### src/rtl/jk_ctrl_pkg.sv
// Shared types for the JK bank controller: opcodes and sequencer states.
package jk_ctrl_pkg;

  typedef enum logic [2:0] {
    OP_NOP    = 3'b000,
    OP_SET    = 3'b001,
    OP_CLR    = 3'b010,
    OP_TOG    = 3'b011,
    OP_CNT_UP = 3'b100,
    OP_CNT_DN = 3'b101
  } jk_op_e;

  typedef enum logic [1:0] {
    ST_IDLE  = 2'd0,
    ST_APPLY = 2'd1,
    ST_COUNT = 2'd2,
    ST_FIN   = 2'd3
  } state_e;

  // Counting opcodes are 10x; 11x is reserved and treated as a single-cycle NOP.
  function automatic logic is_count_op(input logic [2:0] op);
    return op[2:1] == 2'b10;
  endfunction

endpackage

### src/rtl/jk_cell.sv
// Single JK flip-flop: 00 hold, 10 set, 01 clear, 11 toggle.
module jk_cell (
  input  logic clk,
  input  logic rst_n,
  input  logic j,
  input  logic k,
  output logic q
);

  always_ff @(posedge clk or negedge rst_n) begin
    if (!rst_n) begin
      q <= 1'b0;
    end else begin
      case ({j, k})
        2'b10:   q <= 1'b1;
        2'b01:   q <= 1'b0;
        2'b11:   q <= ~q;
        default: q <= q;
      endcase
    end
  end

endmodule

### src/rtl/jk_bank_ctrl.sv
// Command sequencer driving per-bit J/K for a bank of JK cells.
// state | meaning
// IDLE  | ready for a command
// APPLY | single-cycle SET/CLR/TOG/NOP, J/K driven for one edge
// COUNT | one masked count step per cycle, step_cnt counts down to 1
// FIN   | DONE pulse, not ready
module jk_bank_ctrl
  import jk_ctrl_pkg::*;
#(
  parameter int WIDTH = 8,
  parameter int CNT_W = 8
) (
  input  logic             clk,
  input  logic             rst_n,
  input  logic             cmd_valid,
  output logic             cmd_ready,
  input  logic [2:0]       cmd_op,
  input  logic [WIDTH-1:0] cmd_mask,
  input  logic [CNT_W-1:0] cmd_len,
  output logic [WIDTH-1:0] q,
  output logic             busy,
  output logic             done
);

  state_e           state;
  logic [2:0]       op_r;
  logic [WIDTH-1:0] mask_r;
  logic [CNT_W-1:0] step_cnt;
  logic [WIDTH-1:0] cnt_tog;
  logic [WIDTH-1:0] j_vec;
  logic [WIDTH-1:0] k_vec;
  logic             carry;

  assign cmd_ready = (state == ST_IDLE);
  assign busy      = (state != ST_IDLE);
  assign done      = (state == ST_FIN);

  always_ff @(posedge clk or negedge rst_n) begin
    if (!rst_n) begin
      state    <= ST_IDLE;
      op_r     <= '0;
      mask_r   <= '0;
      step_cnt <= '0;
    end else begin
      case (state)
        ST_IDLE: begin
          if (cmd_valid) begin
            op_r     <= cmd_op;
            mask_r   <= cmd_mask;
            step_cnt <= cmd_len;
            if (!is_count_op(cmd_op))  state <= ST_APPLY;
            else if (cmd_len == '0)    state <= ST_FIN;
            else                       state <= ST_COUNT;
          end
        end
        ST_APPLY: state <= ST_FIN;
        ST_COUNT: begin
          step_cnt <= step_cnt - CNT_W'(1);
          if (step_cnt == CNT_W'(1)) state <= ST_FIN;
        end
        ST_FIN:   state <= ST_IDLE;
        default:  state <= ST_IDLE;
      endcase
    end
  end

  // Ripple carry through masked bits only; unmasked bits neither toggle nor break the chain.
  always_comb begin
    cnt_tog = '0;
    carry   = 1'b1;
    for (int i = 0; i < WIDTH; i++) begin
      cnt_tog[i] = mask_r[i] & carry;
      if (mask_r[i]) carry = carry & ((op_r == OP_CNT_DN) ? ~q[i] : q[i]);
    end
  end

  always_comb begin
    j_vec = '0;
    k_vec = '0;
    if (state == ST_APPLY) begin
      case (op_r)
        OP_SET: j_vec = mask_r;
        OP_CLR: k_vec = mask_r;
        OP_TOG: begin
          j_vec = mask_r;
          k_vec = mask_r;
        end
        default: ;
      endcase
    end else if (state == ST_COUNT) begin
      j_vec = cnt_tog;
      k_vec = cnt_tog;
    end
  end

  for (genvar gi = 0; gi < WIDTH; gi++) begin : g_cell
    jk_cell u_cell (
      .clk  (clk),
      .rst_n(rst_n),
      .j    (j_vec[gi]),
      .k    (k_vec[gi]),
      .q    (q[gi])
    );
  end

endmodule

### config.mk
export PLATFORM = sky130hd
export DESIGN_NAME = jk_bank_ctrl
export DESIGN_NICKNAME = d
export VERILOG_FILES = /design/src/rtl/jk_ctrl_pkg.sv /design/src/rtl/jk_cell.sv /design/src/rtl/jk_bank_ctrl.sv
export SDC_FILE = /design/constraint.sdc
export NUM_CORES = 1
export LEC_CHECK = 0
export ABC_AREA = 1
export BUFFER_PORTS_ARGS = -buffer_cell sky130_fd_sc_hd__buf_2
export CAP_MARGIN = 40
export CORE_ASPECT_RATIO = 0.6
export CORE_MARGIN = 2
export CORE_UTILIZATION = 59
export CTS_CLUSTER_SIZE = 16
export DETAILED_ROUTE_END_ITERATION = 6
export PLACE_DENSITY = 0.84
export SLEW_MARGIN = 20
export SYNTH_ARGS = -nofsm -noshare
export SYNTH_HDL_FRONTEND = slang
export SYNTH_SLANG_ARGS = --single-unit
### constraint.sdc
create_clock -name clk -period 2.6 [get_ports clk]
set_clock_uncertainty 0.05 [all_clocks]
set_input_delay 0.52 -clock clk [delete_from_list [all_inputs] [get_ports clk]]
set_output_delay 0.52 -clock clk [all_outputs]
set_load 0.1 [all_outputs]
=== Yosys cells after proc, flatten, opt, wreduce, memory -nomap -nowiden ===
Index checks and enable logic that the tools add are counted.

* Input bits: 22
* ROM bits: 0
* RAM bits: 0
* Word-level logic and storage cells: 120
* Output and inout port bits: 11
* Flip-flop bits (word level): 29
* Memories kept: 0
* Latch bits: 0

* Divide/modulo/power cells: 0
* Shifts and indexed selects: 0
* Add/sub/neg operators: 1
* Equality and inequality tests: 35
* Reduce and logical (&&, ||, !) cells: 17
* Mux-type cells: 34
* Magnitude comparators: 0
* $mul: 0
* Bitwise gates (word level): 21

{| class="wikitable"
|+ Operator list
! kind !! number
|-
| 8-bit two-way mux || 6
|-
| 2-bit equality test, second input constant || 19
|-
| 1-bit one-hot mux with 3 select lines || 8
|-
| 3-bit nonzero test || 8
|-
| 2-bit by 1-bit equality test with 1-bit output, second input constant || 9
|-
| 8-bit one-hot mux with 2 select lines || 1
|-
| 1-bit two-way mux || 15
|-
| 1-bit bitwise AND || 13
|-
| 8-bit by 1-bit equality test with 1-bit output, second input constant || 1
|-
| 8-bit zero test || 1
|-
| 1-bit inverter || 8
|-
| 2-bit one-hot mux with 4 select lines || 1
|-
| 8-bit by 1-bit subtractor with 8-bit output, second input constant || 1
|-
| 3-bit by 2-bit equality test with 1-bit output, second input constant || 2
|-
| 2-bit two-way mux || 3
|-
| 2-bit AND reduction || 3
|-
| 2-bit != test, second input constant || 2
|-
| 2-bit nonzero test || 2
|-
| 2-bit OR reduction || 2
|-
| 3-bit by 1-bit equality test with 1-bit output, second input constant || 1
|-
| 3-bit equality test, second input constant || 1
|-
| 2-bit zero test || 1
|}

=== Depth between registers and ports, before layout ===
Gate-level depths: netlist (run 1).

* Depth after elaboration: 20
* Gate-level depth with buffers: 11

=== Hierarchy ===
From an unflattened synthesis (run 1), not the netlist that was laid out.

* Cell total of the unflattened synthesis: 259
* Area, all modules: 1863.0 um^2

{| class="wikitable"
|+ By module, submodules not included
! module !! area an instance (um^2) !! cells an instance !! seq. area each (um^2) !! times used
|-
| jk_bank_ctrl || 1512.7 || 211 || 525.5 || 1
|-
| jk_cell || 43.8 || 6 || 25.0 || 8
|}

=== Worst setup path before layout (run 1) ===
OpenSTA, ideal clock, no wires.

* Kind: register to register
* Start: register state[0]
* End: register state[0]
* Stages on the path, launching flop included: 8
* Buffers on the path: 0
* Arrival time: 2.734 ns
* Data required time: 2.417 ns
* Period minus slack after synthesis: 2.917 ns
* Setup slack: -0.317 ns
* Cells stage by stage: dfrtp_1 inv_1 ha_1 inv_1 nor3_1 nand2_1 o211ai_1 o21ai_0

* Longest elaborated chain between the ends: 3
* Elaborated cells on any way between the ends: 8
* Those cells by class: 5 x eq/ne; 1 x mux; 2 x reduce/logical

{| class="wikitable"
|+ RTL lines
! what !! line !! source
|-
| start: declaration || jk_bank_ctrl.sv:25 || <nowiki>state_e state;</nowiki>
|-
| start signal: assignment || jk_bank_ctrl.sv:40 || <nowiki>state <= ST_IDLE;</nowiki>
|-
| start signal: assignment || jk_bank_ctrl.sv:51 || <nowiki>if (!is_count_op(cmd_op)) state <= ST_APPLY;</nowiki>
|-
| start signal: assignment || jk_bank_ctrl.sv:52 || <nowiki>else if (cmd_len == '0) state <= ST_FIN;</nowiki>
|-
| 2-bit zero test (*) || - ||
|-
| via cmd_ready || jk_bank_ctrl.sv:16 || <nowiki>output logic cmd_ready,</nowiki>
|-
| 2-bit != test (no source line) || - ||
|-
| 2-bit AND reduction (no source line) || - ||
|}

The timed path passes the listed nets; every way through them passes the cells marked *.
A chain may end at the register's enable or synchronous reset.

=== Worst setup path in the final report (run 1) ===
* Start: register state[1]
* End: output port busy

* Longest elaborated chain between the ends: 1

{| class="wikitable"
|+ RTL lines
! what !! line !! source
|-
| 2-bit nonzero test || jk_bank_ctrl.sv:35 || <nowiki>assign busy = (state != ST_IDLE);</nowiki>
|-
| end: declaration || jk_bank_ctrl.sv:21 || <nowiki>output logic busy,</nowiki>
|}

Every way passes these cells.

==> run metrics, run 1 <==
CP dominant cell by count inv_1; slowest stage delay, CP 0.44 ns; Netlist cell types 31; Max Clk Rate 482 MHz; FF-to-FF End g_cell[7].u_cell.q$_DFFE_PN0P_; Final Core Density 0.705; # nets final 288; DRT iter0 DRCs 108; max_cap viols 0; # DRC 0; Fill cells 228; Sink Count 29; final hold vios 0; CP Depth 4; area grow syn2layout 12.9%; run status completed; Root Driver clkbuf_8; synthesized net count 259; layout cell share with drive strength beyond 1 0.218; Die W 75.6 um; RePlAce Congestion 0.830; share of the synthesized area in the top cell type 0.399; Core Region 2910 sq um; Reg clk slew, reported paths 0.06 ns; H-tree lvl count 2; first-pass GRT wire length 6190 um; # IOs 33; Worst-Skew Late Latency 0.28 ns; remaining global-route overflow 0; post-route insts no fill 303; hold_buf cts 0; starting density of the core 0.625; ANT cells 0; Cell Count Post-Placement 295; CTS tree done; sequential area share after synthesis 0.399; Mapped Cells 231; routed len/inst 13.3 um; die area 3550 sq um; GRT Overall Usage 0.246; RSZ-0062 raised after global routing false; max-slew violations 0; antenna viol nets, final 0; Die H 47.0 um; WS Path Type reg -> out; Hold Crit Class in -> async; multi-input combinational cell area 912 sq um; setup slack, reg-to-reg 0.80 ns; CP Buf/Inv Count 3; Post-Synthesis Cell Area 1820 sq um; Via Count 1647; vias per cell 5.44; CTS max path bufs 2; row count 15; leading area contributor after synthesis dfrtp_1; Ys Warns 0; register area 726 sq um; port bufs 32; Seq cells post-synth 29; final setup vio count 0; Synth area leaders dfrtp_1 40%, nand2_1 8.5%, a21oi_1 7.2%; reg2reg path depth 10; Startpoint Class register; CP max-delay cell buf_2; RR Startpoint state[1]$_DFFE_PN0P_; hpwl dp 3040 um; setup_tns 0 ns; First-pass DRT Iterations 4; Worst Path Required 2.03 ns; Critical Path Fanout Max 5; worst slew pin tran 0.635 ns; Hold Slack 0.208 ns; largest net degree at the start of global routing 30; worst setup path start state[1]$_DFFE_PN0P_; vias in the first global route 1344; final wirelength 4030 um; Avg Inst Size Synth 7.86 sq um; Worst setup EP type output port; total CTS buffers 5; Worst EP arrival 1.50 ns; relative slew slack 0.577; Final Cycle Share 0.797; initial antenna violation count 0; CP Capture Point busy; Setup Fix Bufs, Post-CTS 0; Tmin final 2.07 ns; post-CTS resize count 0; cell chain of the critical path inv_1 -> ha_2 -> inv_1 -> buf_2; Worst path top cell family by delay buffers and inverters
[how the worst min path moves through the flow]
stage,from,endpoint,slack [ns]
2_1_floorplan,rst_n,g_cell[0].u_cell.q$_DFFE_PN0P_,0.17
3_3_place_gp,step_cnt[4]$_DFFE_PN0P_,step_cnt[4]$_DFFE_PN0P_,0.46
3_5_place_dp,step_cnt[4]$_DFFE_PN0P_,step_cnt[4]$_DFFE_PN0P_,0.47
4_1_cts,rst_n,mask_r[0]$_DFFE_PN0P_,0.23
5_1_grt,rst_n,step_cnt[1]$_DFFE_PN0P_,0.26
6_report,rst_n,g_cell[2].u_cell.q$_DFFE_PN0P_,0.21
[logic make-up (layout without fill, tap and decap cells)]
kind of cell	count (synthesis)	after routing	synth area share
mux	5	5	0.0310
flops	29	29	0.399
compound gates	54	54	0.169
xor+xnor	1	1	0.00482
buf+inv	40	70	0.0999
simple gates	96	96	0.254
fa+ha+maj	6	6	0.0413
[cells in the mapped netlist (all sizes together)]
cell type / count
inv: 28
nor4: 2
mux2: 5
nand3: 21
or2: 2
nand2: 41
a21boi: 2
nand4: 7
buf: 9
o31ai: 1
a21oi: 26
ha: 6
dfrtp: 29
nor2: 19
xor2: 1
nor3: 4
a31oi: 1
clkbuf: 3
a31o: 1
o22ai: 2
o211ai: 3
a22o: 1
o21ai: 17
[cell type report]
class / instances / area share
clock buffers: 8 / 0.0390
flip-flops and latches: 29 / 0.354
well taps: 42 / 0.0256
inverters: 28 / 0.0513
repair buffers: 34 / 0.0854
multi-input cells: 162 / 0.445
[state kept, by name (all words and copies together) (netlist names)]
signal           cells
g_cell.u_cell.q      8
mask_r               8
op_r                 3
state                2
step_cnt             8
[through the flow]
step | instance area, sq um | setup slack, ns
after floorplan | 1820 | 0.193
after global placement | 1970 | 0.842
after detailed placement | 1970 | 0.814
after CTS | 2050 | 0.515
after global routing | 2050 | 0.435
final | 2050 | 0.527
[layout by cell type, fill, tap and decap left out, types with 5 or more instances in the layout]
cell,netlist,routed
dfrtp_1,29,29
buf_2,1,32
mux2_2,5,5
nor2_1,17,17
a21oi_1,26,26
clkbuf_8,0,5
nand4_1,7,7
nand3_1,17,17
inv_1,27,27
o21ai_0,12,12
nand2_1,41,41
ha_1,6,5
[per-layer routing]
metal	wire, um	GRT usage
met1	2070	0.368
met2	1620	0.337
met3	293	0.0665
met4	44	0.0947
met5	0	0
Power of run 1 is left out: the tool's default activity adds up to more than one toggle a clock period on the data nets, which glitch-free logic cannot reach.
==> run 2: changes to the inputs <==
- CORE_UTILIZATION: 59 -> 55
- PLACE_DENSITY: 0.84 -> 0.79
- clock period: 2.6 -> 2.1 ns (I/O delays scaled with it)
==> run 2 against run 1 <==
Compared with the run above:
- global-route usage fell by 0.52 points
- clock-buffer cell count fell by 2
- sequential share of layout area fell by 0.55 points
- critical path type unchanged
- critical endpoint unchanged
==> run metrics, run 2 (synthesis gave the netlist of run 1 again) <==
row count 16; First-pass DRT Iterations 6; antenna viol nets, final 0; Tmin final 1.94 ns; layout cell share with drive strength beyond 1 0.244; dpl cell area 2000 sq um; # nets final 289; Startpoint Class register; final wirelength 4040 um; RePlAce Congestion 0.879; CTS tree done; RSZ-0062 raised after global routing false; CTS max path bufs 2; Reg clk slew, reported paths 0.06 ns; Worst Path Required 1.63 ns; Critical Path Fanout Max 5; DRT iter0 DRCs 152; starting density of the core 0.567; Final Cycle Share 0.925; run status completed; Setup Fix Bufs, Post-CTS 0; max_cap viols 0; port bufs 32; remaining global-route overflow 0; largest net degree at the start of global routing 30; hpwl dp 3090 um; ANT cells 0; Final Cell Area 2080 sq um; post-CTS resize count 0; # DRC 0; area grow syn2layout 14.7%; first-pass GRT wire length 7070 um; most frequent cells in the layout 41 x nand2_1, 32 x buf_2, 29 x dfrtp_1; Final Core Density 0.650; Sink Count 29; Die W 78.2 um; vias in the first global route 1482; setup slack, reg-to-reg 0.35 ns; Worst setup EP type output port; Hold Crit Class in -> async; WS Path Type reg -> out; GRT Overall Usage 0.241; worst slew pin tran 0.640 ns; Worst-Skew Late Latency 0.28 ns; Worst EP arrival 1.47 ns; vias per cell 5.50; Hold Slack 0.113 ns; final setup vio count 0; Via Count 1688; biggest registers after layout g_cell.u_cell.q x8, mask_r x8, step_cnt x8; routed len/inst 13.2 um; most common cell after layout, fill and taps aside nand2_1; die area 3790 sq um; total CTS buffers 5; H-tree lvl count 2; max-slew violations 0; hold_buf cts 0; Core Region 3200 sq um; Root Driver clkbuf_8; initial antenna violation count 0; Die H 48.5 um; final hold vios 0; Max Clk Rate 515 MHz; relative slew slack 0.573; # IOs 33
[run 2: changes by cell type in the layout (fill, tap and decap cells not counted), sizes merged]
cell	before	now
inv	28	27
clkbuf	8	6
clkinv	0	2
buf	34	35
clkinvlp	0	1
[run 2: metrics by stage]
step	setup WS, ns	cells	TNS, ns
floorplan	-0.0157	231	-0.0157
global placement	0.448	299	0
detailed placement	0.396	299	0
CTS	0.153	307	0
global route	0.102	307	0
finish	0.157	307	0
[run 2: worst paths after layout]
path / from / endpoint / cells after the start
worst max-delay path: state[1]$_DFFE_PN0P_ / busy / 4
worst min-delay path: rst_n / step_cnt[0]$_DFFE_PN0P_ / 1
worst max register to register: state[1]$_DFFE_PN0P_ / g_cell[6].u_cell.q$_DFFE_PN0P_ / 9
worst min register to register: step_cnt[5]$_DFFE_PN0P_ / step_cnt[5]$_DFFE_PN0P_ / 2
max in group asynchronous: rst_n / mask_r[4]$_DFFE_PN0P_ / 1
min in group clk: cmd_mask[7] / mask_r[7]$_DFFE_PN0P_ / 2
[run 2: critical path, stage by stage, from the launching register on]
cell and delay [ns]:
dfrtp_1 0.41, inv_2 0.07, ha_4 0.18, clkinvlp_4 0.10
buf_2 0.43
[run 2: routing by layer]
metal  global-route usage  up-vias  routed length [um]
met5                    0        -                   0
met4               0.0789        0                  31
met3               0.0522        4                 295
met2                0.310       56                1590
met1                0.392      788                2120
li1                     -      840                   -
[run 2: final cells by class]
type | count | area (sq um)
fillers | 278 | 1120
multi-input cells | 162 | 927
flip-flops and latches | 29 | 726
repair buffers | 35 | 183
inverters | 28 | 109
clock buffers | 6 | 72.6
well taps | 45 | 56.3
clock inverters | 2 | 10.0
Power of run 2 is left out for the same reason.
==> run 3: changes to the inputs <==
- ABC_AREA: 1 -> unset
- CORE_UTILIZATION: 55 -> 56
- PLACE_DENSITY: 0.79 -> 0.8
==> run 3 against run 2 <==
Compared with the run above:
- synthesized area rose by 4.5%
- first-iteration DRC count fell by 28%
- routed wire length fell by 1.3%
- critical path depth did not move
- non-clock buffer count rose by 1
- utilization rose by 2.2 points
- flip-flop and latch count did not move
- largest cell class unchanged
- highest routed layer unchanged
==> run metrics, run 3 <==
post-CTS resize count 0; RR Startpoint op_r[1]$_DFFE_PN0P_; row count 16; Netlist cell types 41; Startpoint Class register; CTS max path bufs 2; Avg Inst Size Synth 8.87 sq um; # IOs 33; Post-synth top cells 29 x dfrtp_1, 19 x nor2_1, 17 x a21oi_1, 17 x nand2_1, 13 x inv_1; DRT iter0 DRCs 109; die area 3890 sq um; routed len/inst 14.0 um; Worst EP arrival 1.51 ns; final wirelength 3990 um; WS Path Type reg -> out; reg2reg path depth 6; GR peak layer met1; layout cell share with drive strength beyond 1 0.279; RePlAce Congestion 0.879; vias in the first global route 1439; Critical Path Fanout Max 20; GRT Overall Usage 0.225; Worst-Skew Late Latency 0.28 ns; First-pass DRT Iterations 4; Sink Count 29; Core Region 3240 sq um; RSZ-0062 raised after global routing false; worst setup path start state[1]$_DFFE_PN0P_; Via Count 1604; Root Driver clkbuf_8; Final Cell Area 2180 sq um; Hold Crit Class in -> async; synthesized net count 242; Worst setup EP type output port; max_cap viols 0; setup slack, reg-to-reg 0.14 ns; total CTS buffers 5; Worst Path Required 1.63 ns; biggest registers after layout g_cell.u_cell.q x8, mask_r x8, step_cnt x8; vias per cell 5.63; CTS tree done; CP Depth 4; area grow syn2layout 15.0%; starting density of the core 0.585; slowest stage delay, CP 0.43 ns; met3 GRT Util 0.0537; Final Cycle Share 0.941; port bufs 32; share of the synthesized area in the top cell type 0.382; CP Buf/Inv Count 3; Setup Fix Bufs, Post-CTS 0; Synth area leaders dfrtp_1 38%, mux2_2 6.5%, a21oi_1 4.5%; leading area contributor after synthesis dfrtp_1; Mapped Cells 214; Ys Warns 0; Post-Synthesis Cell Area 1900 sq um; async set-or-reset flop fraction in the synthesized netlist 1.00; most frequent cells in the layout 30 x buf_2, 29 x dfrtp_1, 19 x nor2_1; met2 GRT Util 0.285; remaining global-route overflow 0; Synth Flop Type dfrtp_1; most numerous cell in the Yosys netlist dfrtp_1; Die H 49.1 um; run status completed; largest net degree at the start of global routing 30; CP max-delay cell dfrtp_1; GRT met1 Usage 0.368; dpl cell area 2060 sq um; # DRC 0; first-pass GRT wire length 6760 um; Tmin final 1.98 ns; Final Core Density 0.673; Reg clk slew, reported paths 0.06 ns; sequential area share after synthesis 0.382; Worst path top cell family by delay buffers and inverters; CP Capture Point busy; hold_buf cts 0; Max Clk Rate 506 MHz; final hold vios 0; Die W 79.2 um; EDFF count, synth 0; hpwl dp 2890 um; Fill cells 264; worst slew pin tran 0.655 ns; H-tree lvl count 2; final setup vio count 0; # nets final 267; cell chain of the critical path inv_2 -> ha_4 -> clkinvlp_4 -> buf_4; Seq cells post-synth 29; FF-to-FF End g_cell[7].u_cell.q$_DFFE_PN0P_; max-slew violations 0; antenna viol nets, final 0; ANT cells 0; initial antenna violation count 0; most common cell after layout, fill and taps aside buf_2; relative slew slack 0.563
run 3: changes by cell type after synthesis, moves of 6 or more:
cell / before / now
clkbuf_1: 3 / 9
nand2_1: 41 / 17
mux2i_1: 0 / 6
inv_1: 27 / 13
nand3_1: 17 / 9
nand4_1: 7 / 1
a21oi_1: 26 / 17
mux2_2: 5 / 11
a31oi_1: 1 / 8
run 3: worst min path at each step:
stage          startpoint                              to  slack (ns)  depth (start not counted)
3_5_place_dp        rst_n           mask_r[1]$_DFFE_PN0P_        0.43                          1
6_report            rst_n           mask_r[1]$_DFFE_PN0P_        0.12                          1
2_1_floorplan       rst_n  g_cell[0].u_cell.q$_DFFE_PN0P_        0.07                          0
3_3_place_gp        rst_n  g_cell[1].u_cell.q$_DFFE_PN0P_        0.44                          1
5_1_grt             rst_n  g_cell[0].u_cell.q$_DFFE_PN0P_        0.17                          1
4_1_cts             rst_n           mask_r[7]$_DFFE_PN0P_        0.13                          1
run 3: layout make-up:
cell class	instances	area [sq um]	area share
sequential	29	726	0.333
tap	45	56.3	0.0258
timing repair buffer	36	195	0.0894
clock inverter	1	30.0	0.0138
multi-input combinational	154	1040	0.475
clock buffer	7	86.3	0.0396
inverter	13	52.6	0.0241
run 3: kinds of logic after synthesis:
kind of cell               count (synthesis)  share of synthesized area
adders and majority gates                  6                     0.0396
and+or+nand+nor                           73                      0.196
DFF                                       29                      0.382
xor gates and xnor gates                   3                     0.0138
muxes                                     20                      0.121
buffers and inverters                     31                     0.0811
AOI/OAI and AO/OA                         52                      0.166
run 3: metal layers:
metal  wire, um  up-vias  part of all wire
met1       2120      735              0.53
met3        252        5             0.063
met2       1580       58              0.40
li1           -      806                 -
met5          0        -                 0
met4         35        0            0.0088
run 3: metrics by stage:
stage / hold WS (ns) / worst slack, ns / setup TNS [ns] / instances
floorplan: 0.0744 / -0.0182 / -0.0182 / 214
global placement: 0.436 / 0.249 / 0 / 277
detailed placement: 0.434 / 0.155 / 0 / 277
CTS: 0.134 / 0.0533 / 0 / 285
global route: 0.169 / 0.0355 / 0 / 285
finish: 0.121 / 0.124 / 0 / 285
Power of run 3 is left out for the same reason.
